<file path="src/rtl/corr_pkt_pkg.sv">
// Shared definitions for the correlator packet stream.
// Both the packetiser and the reader use this byte layout.
package corr_pkt_pkg;

    localparam int PKT_NBYTES = 5;

    localparam logic [2:0] PKT_IDX_WINNUM  = 3'd0;
    localparam logic [2:0] PKT_IDX_X       = 3'd1;
    localparam logic [2:0] PKT_IDX_Y       = 3'd2;
    localparam logic [2:0] PKT_IDX_ISECT   = 3'd3;
    localparam logic [2:0] PKT_IDX_SYMDIFF = 3'd4;

    typedef struct packed {
        logic [7:0] symdiff;
        logic [7:0] isect;
        logic [7:0] y;
        logic [7:0] x;
        logic [7:0] winNum;
    } corr_pkt_t;

endpackage

</file>
<file path="src/rtl/corr_pkt_reader.sv">
// Consumer end of the correlator packet stream: reassembles 5-byte packets from a
// first-word-fall-through FIFO, presents them with valid/ready and tracks lost windows.
module corr_pkt_reader
    import corr_pkt_pkg::*;
#(
    parameter int MISS_W = 16
) (
    input  logic              i_clk,
    input  logic              i_rst,
    input  logic              i_cg,
    input  logic [7:0]        i_data,
    input  logic              i_empty,
    output logic              o_pop,
    input  logic              i_flush,
    output logic              o_valid,
    input  logic              i_ready,
    output logic [7:0]        o_winNum,
    output logic [7:0]        o_countX,
    output logic [7:0]        o_countY,
    output logic [7:0]        o_countIsect,
    output logic [7:0]        o_countSymdiff,
    output logic              o_seqErr,
    output logic [MISS_W-1:0] o_missCount
);

    localparam int SUM_W = ((MISS_W > 8) ? MISS_W : 8) + 1;

    function automatic logic [MISS_W-1:0] sat_add(input logic [MISS_W-1:0] acc,
                                                  input logic [7:0] gap);
        logic [SUM_W-1:0] sum;
        logic [SUM_W-1:0] top;
        sum = SUM_W'(acc) + SUM_W'(gap);
        top = SUM_W'({MISS_W{1'b1}});
        return (sum > top) ? {MISS_W{1'b1}} : sum[MISS_W-1:0];
    endfunction

    logic [2:0]        byte_idx;
    logic [3:0][7:0]   shadow;
    corr_pkt_t         pkt_q;
    logic              valid;
    logic              seq_err;
    logic [MISS_W-1:0] miss_count;
    logic [7:0]        last_win;
    logic              have_ref;

    logic              pop;
    logic              load;
    corr_pkt_t         new_pkt;
    logic [7:0]        gap;
    logic              mismatch;

    // The final byte may only be taken when the output register can accept a new packet.
    assign pop      = i_cg && !i_empty && !i_flush && !i_rst &&
                      (byte_idx != PKT_IDX_SYMDIFF || !valid || i_ready);
    assign load     = pop && (byte_idx == PKT_IDX_SYMDIFF);
    assign new_pkt  = corr_pkt_t'({i_data, shadow[3], shadow[2], shadow[1], shadow[0]});
    // Modulo-256 distance from the expected window; a duplicate wraps to 255.
    assign gap      = new_pkt.winNum - (last_win + 8'd1);
    assign mismatch = have_ref && (gap != 8'd0);

    always_ff @(posedge i_clk) begin
        if (i_rst) begin
            byte_idx   <= '0;
            shadow     <= '0;
            pkt_q      <= '0;
            valid      <= 1'b0;
            seq_err    <= 1'b0;
            miss_count <= '0;
            last_win   <= '0;
            have_ref   <= 1'b0;
        end else if (i_cg) begin
            if (i_flush) begin
                byte_idx <= '0;
                valid    <= 1'b0;
                have_ref <= 1'b0;
                seq_err  <= 1'b0;
            end else begin
                seq_err <= 1'b0;
                if (valid && i_ready)
                    valid <= 1'b0;
                if (pop) begin
                    if (load) begin
                        pkt_q    <= new_pkt;
                        valid    <= 1'b1;
                        byte_idx <= '0;
                        last_win <= new_pkt.winNum;
                        have_ref <= 1'b1;
                        if (mismatch) begin
                            seq_err    <= 1'b1;
                            miss_count <= sat_add(miss_count, gap);
                        end
                    end else begin
                        shadow[byte_idx[1:0]] <= i_data;
                        byte_idx              <= byte_idx + 3'd1;
                    end
                end
            end
        end
    end

    assign o_pop          = pop;
    assign o_valid        = valid;
    assign o_winNum       = pkt_q.winNum;
    assign o_countX       = pkt_q.x;
    assign o_countY       = pkt_q.y;
    assign o_countIsect   = pkt_q.isect;
    assign o_countSymdiff = pkt_q.symdiff;
    assign o_seqErr       = seq_err;
    assign o_missCount    = miss_count;

endmodule

</file>
<file path="config.mk">
export PLATFORM = sky130hd
export DESIGN_NAME = corr_pkt_reader
export DESIGN_NICKNAME = d
export VERILOG_FILES = /design/src/rtl/corr_pkt_pkg.sv /design/src/rtl/corr_pkt_reader.sv
export SDC_FILE = /design/constraint.sdc
export NUM_CORES = 1
export LEC_CHECK = 0
export ABC_CLOCK_PERIOD_IN_PS = 4500
export BUFFER_PORTS_ARGS = -buffer_cell sky130_fd_sc_hd__buf_2
export CAP_MARGIN = 30
export CORE_MARGIN = 2
export CORE_UTILIZATION = 58
export CTS_BUF_LIST = sky130_fd_sc_hd__clkbuf_8
export CTS_CLUSTER_DIAMETER = 120
export DETAILED_ROUTE_END_ITERATION = 7
export GPL_ROUTABILITY_DRIVEN = 0
export GPL_TIMING_DRIVEN = 0
export PLACE_DENSITY = 0.82
export SYNTH_ARGS = -nofsm -noshare
export SYNTH_HDL_FRONTEND = slang
export SYNTH_SLANG_ARGS = --single-unit
</file>
<file path="constraint.sdc">
create_clock -name i_clk -period 4.5 [get_ports i_clk]
set_input_delay 0.225 -clock i_clk [delete_from_list [all_inputs] [get_ports i_clk]]
set_output_delay 0.225 -clock i_clk [all_outputs]
set_load 0.005 [all_outputs]
</file>
==> results of run 1 <==
cell families (layout without fill, tap and decap cells):
| family | count (synthesis) | in the layout | share of synthesized area |
|---|---|---|---|
| AO/OA/AOI/OAI | 129 | 129 | 0.182 |
| XOR/XNOR | 12 | 12 | 0.0246 |
| adder cells (fa/ha/maj) | 22 | 22 | 0.0680 |
| buffers and inverters | 49 | 137 | 0.0457 |
| flip-flops | 94 | 94 | 0.441 |
| multiplexers | 10 | 10 | 0.0235 |
| AND/OR/NAND/NOR | 204 | 204 | 0.215 |
critical path: stages (launching register included):
cell      delay [ns]
dfxtp_1         0.42
inv_1           0.07
ha_1            0.29
a211o_1         0.31
a21o_1          0.18
a21oi_1         0.18
xor2_1          0.43
inv_1           0.09
ha_1            0.38
o211ai_1        0.11
a21oi_1         0.16
o21a_1          0.31
nand3_1         0.32
and2_1          0.35
a311oi_1        0.27
area by class of cell:
class	instances	area, sq um
repair buffers	72	360
flip-flops and latches	94	1880
inverters	21	78.8
multi-input cells	377	2190
plain buffers	28	116
clock inverters	7	57.6
clock buffers	9	124
well taps	99	124
fillers	593	2240
report_power, final:
group          leakage [uW]  internal (uW)  switching, uW
combinational       0.00111           25.9           52.3
sequential         0.000757            833           1.69
clock             0.0000935            209            317
worst min-delay path by stage:
| stage | from | end | depth (start not counted) |
|---|---|---|---|
| floorplan | i_data[0] | o_countSymdiff[0] | 2 |
| global placement | o_countSymdiff[2] | o_countSymdiff[2] | 2 |
| detailed placement | new_pkt[28] | o_countIsect[4] | 2 |
| CTS | i_data[7] | o_countSymdiff[7] | 3 |
| global route | i_data[6] | o_countSymdiff[6] | 3 |
| finish | i_data[6] | o_countSymdiff[6] | 3 |
registers in the layout, summed over array words and instances (netlist names), 3 cells and up:
| name | count |
|---|---|
| o_countIsect | 8 |
| o_countSymdiff | 8 |
| last_win | 8 |
| o_countY | 8 |
| new_pkt | 32 |
| byte_idx | 3 |
| o_missCount | 16 |
| o_countX | 8 |
cells in the final DEF, fill, tap and decap left out, types with 8 or more instances in the layout:
master / synthesis / final
a211oi_1: 8 / 8
a21oi_1: 77 / 77
buf_2: 3 / 75
clkbuf_1: 24 / 24
clkbuf_8: 0 / 9
dfxtp_1: 94 / 94
ha_1: 20 / 20
inv_1: 20 / 21
mux2i_1: 10 / 10
nand2_1: 115 / 115
nand3_1: 27 / 27
nor2_1: 27 / 27
o21ai_0: 11 / 11
cell usage after synthesis, types with 2 or more instances:
cell,count
nand2_1,115
dfxtp_1,94
a21oi_1,77
nand3_1,27
nor2_1,27
clkbuf_1,24
ha_1,20
inv_1,20
o21ai_0,11
mux2i_1,10
a211oi_1,8
and3_1,6
nor3_1,6
xnor2_1,6
xor2_1,6
a31oi_1,5
a21o_1,4
nor2b_1,4
o21a_1,4
a311oi_1,3
and2_1,3
buf_2,3
a211o_1,2
a41o_1,2
and4_1,2
and4b_1,2
fa_1,2
nand2b_1,2
o211ai_1,2
or2_2,2
routing by layer:
metal  up-vias  part of all wire  routed length [microns]  track usage
met2       123              0.48                     4920        0.413
met5         -                 0                        0            0
met3        15             0.057                      585       0.0411
met1      1835              0.45                     4590        0.346
met4         0             0.014                      145       0.0731
li1       1956                 -                        -            -
metrics by stage:
| stage | worst slack [ns] | cells |
|---|---|---|
| floorplan | 1.23 | 520 |
| global placement | 0.708 | 691 |
| detailed placement | 0.605 | 691 |
| CTS | 0.613 | 707 |
| global route | 0.286 | 707 |
| finish | 0.551 | 707 |
==> key figures, run 1 <==
STA
  • Final Hold Viols: 0
  • Max Slew Vio Count: 0
  • Final hold slack: 0.152 ns
  • Final Setup Violations: 0
  • Clk_skew: 0.0144 ns
  • RSZ-0062 raised after global routing: no
  • Fmax: 0.253 GHz
  • Max-slew headroom: 0.495
  • Worst-margin pin slew: 0.752 ns
  • Fin crit period: 3.95 ns
  • Period utilization: 0.878
  • Setup TNS: 0 ns

Worst setup path
  • Reg2Reg Depth: 14
  • Worst Path Required: 4.78 ns
  • WP data arrival: 4.23 ns
  • RR Endpoint: o_missCount[8]
  • Worst setup EP type: flip-flop
  • CP max FO: 9
  • Worst r2r src: last_win[1]
  • Startpoint Class: flip-flop
  • CP startpoint: last_win[1]
  • Worst setup path end: o_missCount[8]
  • Setup slack, reg-to-reg: 0.55 ns
  • Setup CP Type: flip-flop to flip-flop

Cells and area
  • Final-stage net count: 639
  • Final core occ: 0.688
  • Finished Cell Area: 0.00493 sq mm
  • Area delta synth->final: 15.6%
  • Diode count: 0
  • Share of cells above drive strength 1: 0.163

Clocking
  • Clk_lat worst skew: 0.37 ns
  • Clock Path Buffers: 2
  • Hold buffers post-CTS: 0
  • CTS Root Cell: clkbuf_8
  • Post_cts resized: 0
  • Clock Pin Slew Worst Setup and Hold Paths: 0.10 ns
  • H-tree depth: 3
  • Clock Sinks: 94
  • CTS tree: done
  • TritonCTS Buffers: 9
  • Setup Fix Bufs, Post-CTS: 0

Die
  • Die area: 0.00806 sq mm
  • Initial Utilization: 0.595
  • CORE AREA: 0.00718 sq mm
  • Io pins: 73
  • Die Width: 89.8 microns
  • Die Height: 89.8 microns
  • Rows: 31

Placement
  • Port Buffer Count: 72
  • DP HPWL: 7630 microns
  • Cell Area, Placed: 0.00475 sq mm

Power
  • Pwr Total: 1440 uW
  • Static Leak: 0.00196 uW
  • Peak supply drop: 0.182 mV
  • Power Density: 292 mW/mm^2

GRT
  • Gr usage total: 0.252
  • Gr ovfl total: 0
  • Via count of the first global-routing pass: 3,464
  • Largest net degree at the start of global routing: 18
  • Global-route wire length before repair: 16,600 microns
  • Initial antenna violation count: 0

Logic synthesis
  • Mean Syn Cell Area: 8.21 sq um
  • Asr flop ratio synth: 0
  • Synth warnings: 0
  • #FFs+latches synth: 94
  • Top cell type by total area after synthesis: dfxtp_1
  • Sequential fraction of the synthesis area: 0.441
  • EDFF count, synth: 0
  • Post-synth net total: 556
  • Mapped Area: 0.00427 sq mm
  • Top FF cell, synth: dfxtp_1
  • Synth top area cells: dfxtp_1 44%, nand2_1 10%, a21oi_1 9.0%
  • Top cell type's share of synthesized area: 0.441
  • Post-Synthesis Cells: 520
  • Post-synth cell types: 51

Route
  • Drc violations: 0
  • Average wire per standard cell: 14.5 microns
  • DRT iter0 DRCs: 201
  • Post-route ant nets: 0
  • Vias per cell: 5.56
  • DRT Pass-1 Iters: 5
  • Vias post-DR: 3,929
  • Drt total wl: 10,200 microns

Worst hold path
  • Worst Hold Class: primary input to flip-flop

Run
  • Max cap viols: 0

Outcome
  • Outcome: complete, no violations
No activity file was read; power rests on OpenSTA's default activity.
==> run 2: changes to the inputs <==
- ABC_CLOCK_PERIOD_IN_PS: 4500 -> 3900
- clock period: 4.5 -> 3.9 ns (I/O delays scaled with it)
==> run 2 against run 1 <==
Effect of this change: critical path type unchanged; sequential share of layout area down 0.14 points; design area increased by 0.38%; global-route usage unchanged; final cell count did not move; via count decreased by 0.69%; register-to-register slack got worse by 0.29 ns; largest power group unchanged; clock-buffer cell count unchanged; flip-flop and latch count unchanged; fmax rose by 8.5%; clock power rose by 15%; non-clock buffer count did not move.
==> key figures, run 2 (same netlist as run 1, synthesis figures left out) <==
Clocking
  • CTS Root Cell: clkbuf_8
  • Clock Pin Slew Worst Setup and Hold Paths: 0.10 ns (about the same)
  • H-tree depth: 3 (unchanged)
  • TritonCTS Buffers: 9 (unchanged)
  • CTS tree: done
  • Clock Path Buffers: 2 (unchanged)
  • Setup Fix Bufs, Post-CTS: 0 (unchanged)
  • Clock Sinks: 94 (unchanged)
  • Clk_lat worst skew: 0.37 ns (about the same)
  • Hold buffers post-CTS: 0 (unchanged)

Power
  • Sequential Power Share: 0.580 (about the same)
  • Switch share: 0.258 (+0.000486)
  • Sw Pwr: 429 uW (+16%)
  • Pint: 1230 uW (+15%)
  • Comb power frac: 0.055 (about the same)
  • Static Leak: 0.00196 uW (+0.17%)
  • Clock Power Share: 0.366 (about the same)
  • Power Density: 335 mW/mm^2 (+15%)
  • Peak supply drop: 0.211 mV (+16%)

STA
  • Setup WS post-layout: 0.260 ns (-0.291 ns)
  • Worst-margin pin slew: 0.677 ns (-0.0751 ns)
  • Period utilization: 0.933 (+0.0558)
  • Fmax: 0.275 GHz (+8.5%)
  • Clk_skew: 0.0148 ns (+0.000423 ns)
  • Fin crit period: 3.64 ns (-0.309 ns)
  • RSZ-0062 raised after global routing: no
  • Final Hold Viols: 0 (unchanged)
  • Max Slew Vio Count: 0 (unchanged)
  • Final Setup Violations: 0 (unchanged)
  • Setup TNS: 0 ns (unchanged)
  • Max-slew headroom: 0.546 (+0.0520)

Placement
  • DP HPWL: 7630 microns (unchanged)
  • Place WS: 0.00469 ns (-0.600 ns)
  • Port Buffer Count: 72 (unchanged)

Route
  • Drc violations: 0 (unchanged)
  • Drt total wl: 10,300 microns (+0.42%)
  • DRT Pass-1 Iters: 5 (unchanged)
  • Average wire per standard cell: 14.5 microns (+0.42%)
  • Vias post-DR: 3,902 (-0.69%)
  • Post-route ant nets: 0 (unchanged)
  • DRT iter0 DRCs: 216 (+7.5%)
  • Vias per cell: 5.52 (-0.69%)

Die
  • Rows: 31 (unchanged)
  • Initial Utilization: 0.595 (unchanged)
  • CORE AREA: 0.00718 sq mm (unchanged)
  • Io pins: 73 (unchanged)
  • Die Height: 89.8 microns (unchanged)
  • Die area: 0.00806 sq mm (unchanged)
  • Die Width: 89.8 microns (unchanged)

Cells and area
  • Fillers: 592 (-0.17%)
  • Final-stage net count: 639 (unchanged)
  • Diode count: 0 (unchanged)
  • Commonest non-fill, non-tap cell in the layout: nand2_1
  • Area delta synth->final: 16.0%
  • Largest register FFs: 32 (unchanged)
  • Share of cells above drive strength 1: 0.169 (+0.00658)
  • Most frequent cells in the layout: 115 x nand2_1, 94 x dfxtp_1, 77 x a21oi_1, 75 x buf_2, 27 x nor2_1

GRT
  • Largest net degree at the start of global routing: 18 (unchanged)
  • Initial antenna violation count: 0 (unchanged)
  • Global-route wire length before repair: 16,600 microns (unchanged)
  • Gr usage total: 0.252 (unchanged)
  • Via count of the first global-routing pass: 3,464 (unchanged)
  • Gr ovfl total: 0 (unchanged)

Run
  • Max cap viols: 0 (unchanged)

Worst setup path
  • WP data arrival: 3.92 ns (-0.31 ns)
  • Worst setup EP type: flip-flop
  • Startpoint Class: flip-flop
  • CP max FO: 9 (unchanged)
  • Worst Path Required: 4.18 ns (-0.60 ns)
  • Setup CP Type: flip-flop to flip-flop

Outcome
  • Outcome: complete, no violations

Worst hold path
  • Worst Hold Class: primary input to flip-flop
## run 2: cell types whose count changed in the layout (fill, tap and decap cells not counted)
cell	before	now
o21a_2	0	1
xor2_2	0	1
nor3_1	6	5
o21a_1	4	3
xor2_1	6	5
nand3_2	0	1
nand3_1	27	26
nor3_2	0	1
## run 2: worst paths after layout
| path | startpoint | endpoint | slack, ns | depth (start not counted) |
|---|---|---|---|---|
| setup / recovery | last_win[1] | o_missCount[8] | 0.26 | 14 |
| hold / removal | i_data[6] | o_countSymdiff[6] | 0.12 | 3 |
| setup reg to reg | last_win[1] | o_missCount[8] | 0.26 | 14 |
| hold reg to reg | o_countY[2] | o_countY[2] | 0.46 | 2 |
## run 2: layout make-up
cell class | instances | area (sq um) | area share
Multi-Input combinational cell | 377 | 2210 | 0.446
Sequential cell | 94 | 1880 | 0.380
Timing Repair Buffer | 72 | 360 | 0.0728
Clock buffer | 9 | 124 | 0.0250
Tap cell | 99 | 124 | 0.0250
Buffer | 28 | 116 | 0.0235
Inverter | 21 | 78.8 | 0.0159
Clock inverter | 7 | 57.6 | 0.0116
## run 2: worst max-delay path, stage by stage (launching register included)
cell and delay (ns):
dfxtp_1 0.42, inv_1 0.07, ha_1 0.29, a211o_1 0.31, a21o_1 0.18, o22ai_1 0.15
xnor2_1 0.30, inv_1 0.13, ha_1 0.39, o211ai_1 0.12, a21oi_1 0.16, o21a_2 0.24
nand3_2 0.21, and2_1 0.30, a311oi_1 0.27
## run 2: routing by layer
layer	track usage	wire length, microns	vias to the layer above
met5	0	0	-
met4	0.0731	146	0
met3	0.0411	588	16
met2	0.413	4930	118
met1	0.346	4610	1814
li1	-	-	1954
## run 2: power by group through the flow
stage	logic [uW]	clock network (uW)	registers, uW
floorplan	56.2	0	985
detailed placement	88.8	0	985
finish	90.7	607	963
CTS	89.4	611	963
global placement	86.5	0	985
global route	99.4	655	964
## run 2: timing repair
item / in CTS / in global routing
hold endpoints to repair: 0 / 0
endpoints found under the setup margin: 0 / 13
gates resized for setup: 0 / 4
## run 2: stage by stage
stage / hold slack, ns / utilization / std cells / cell area [sq um] / total power (uW)
after CTS: 0.114 / 0.688 / 707 / 4930 / 1660
after global routing: 0.127 / 0.690 / 707 / 4950 / 1720
after detailed placement: 0.443 / 0.662 / 691 / 4750 / 1070
final: 0.121 / 0.690 / 707 / 4950 / 1660
after global placement: 0.442 / 0.662 / 691 / 4750 / 1070
after floorplan: 0.331 / - / 520 / 4270 / 1040
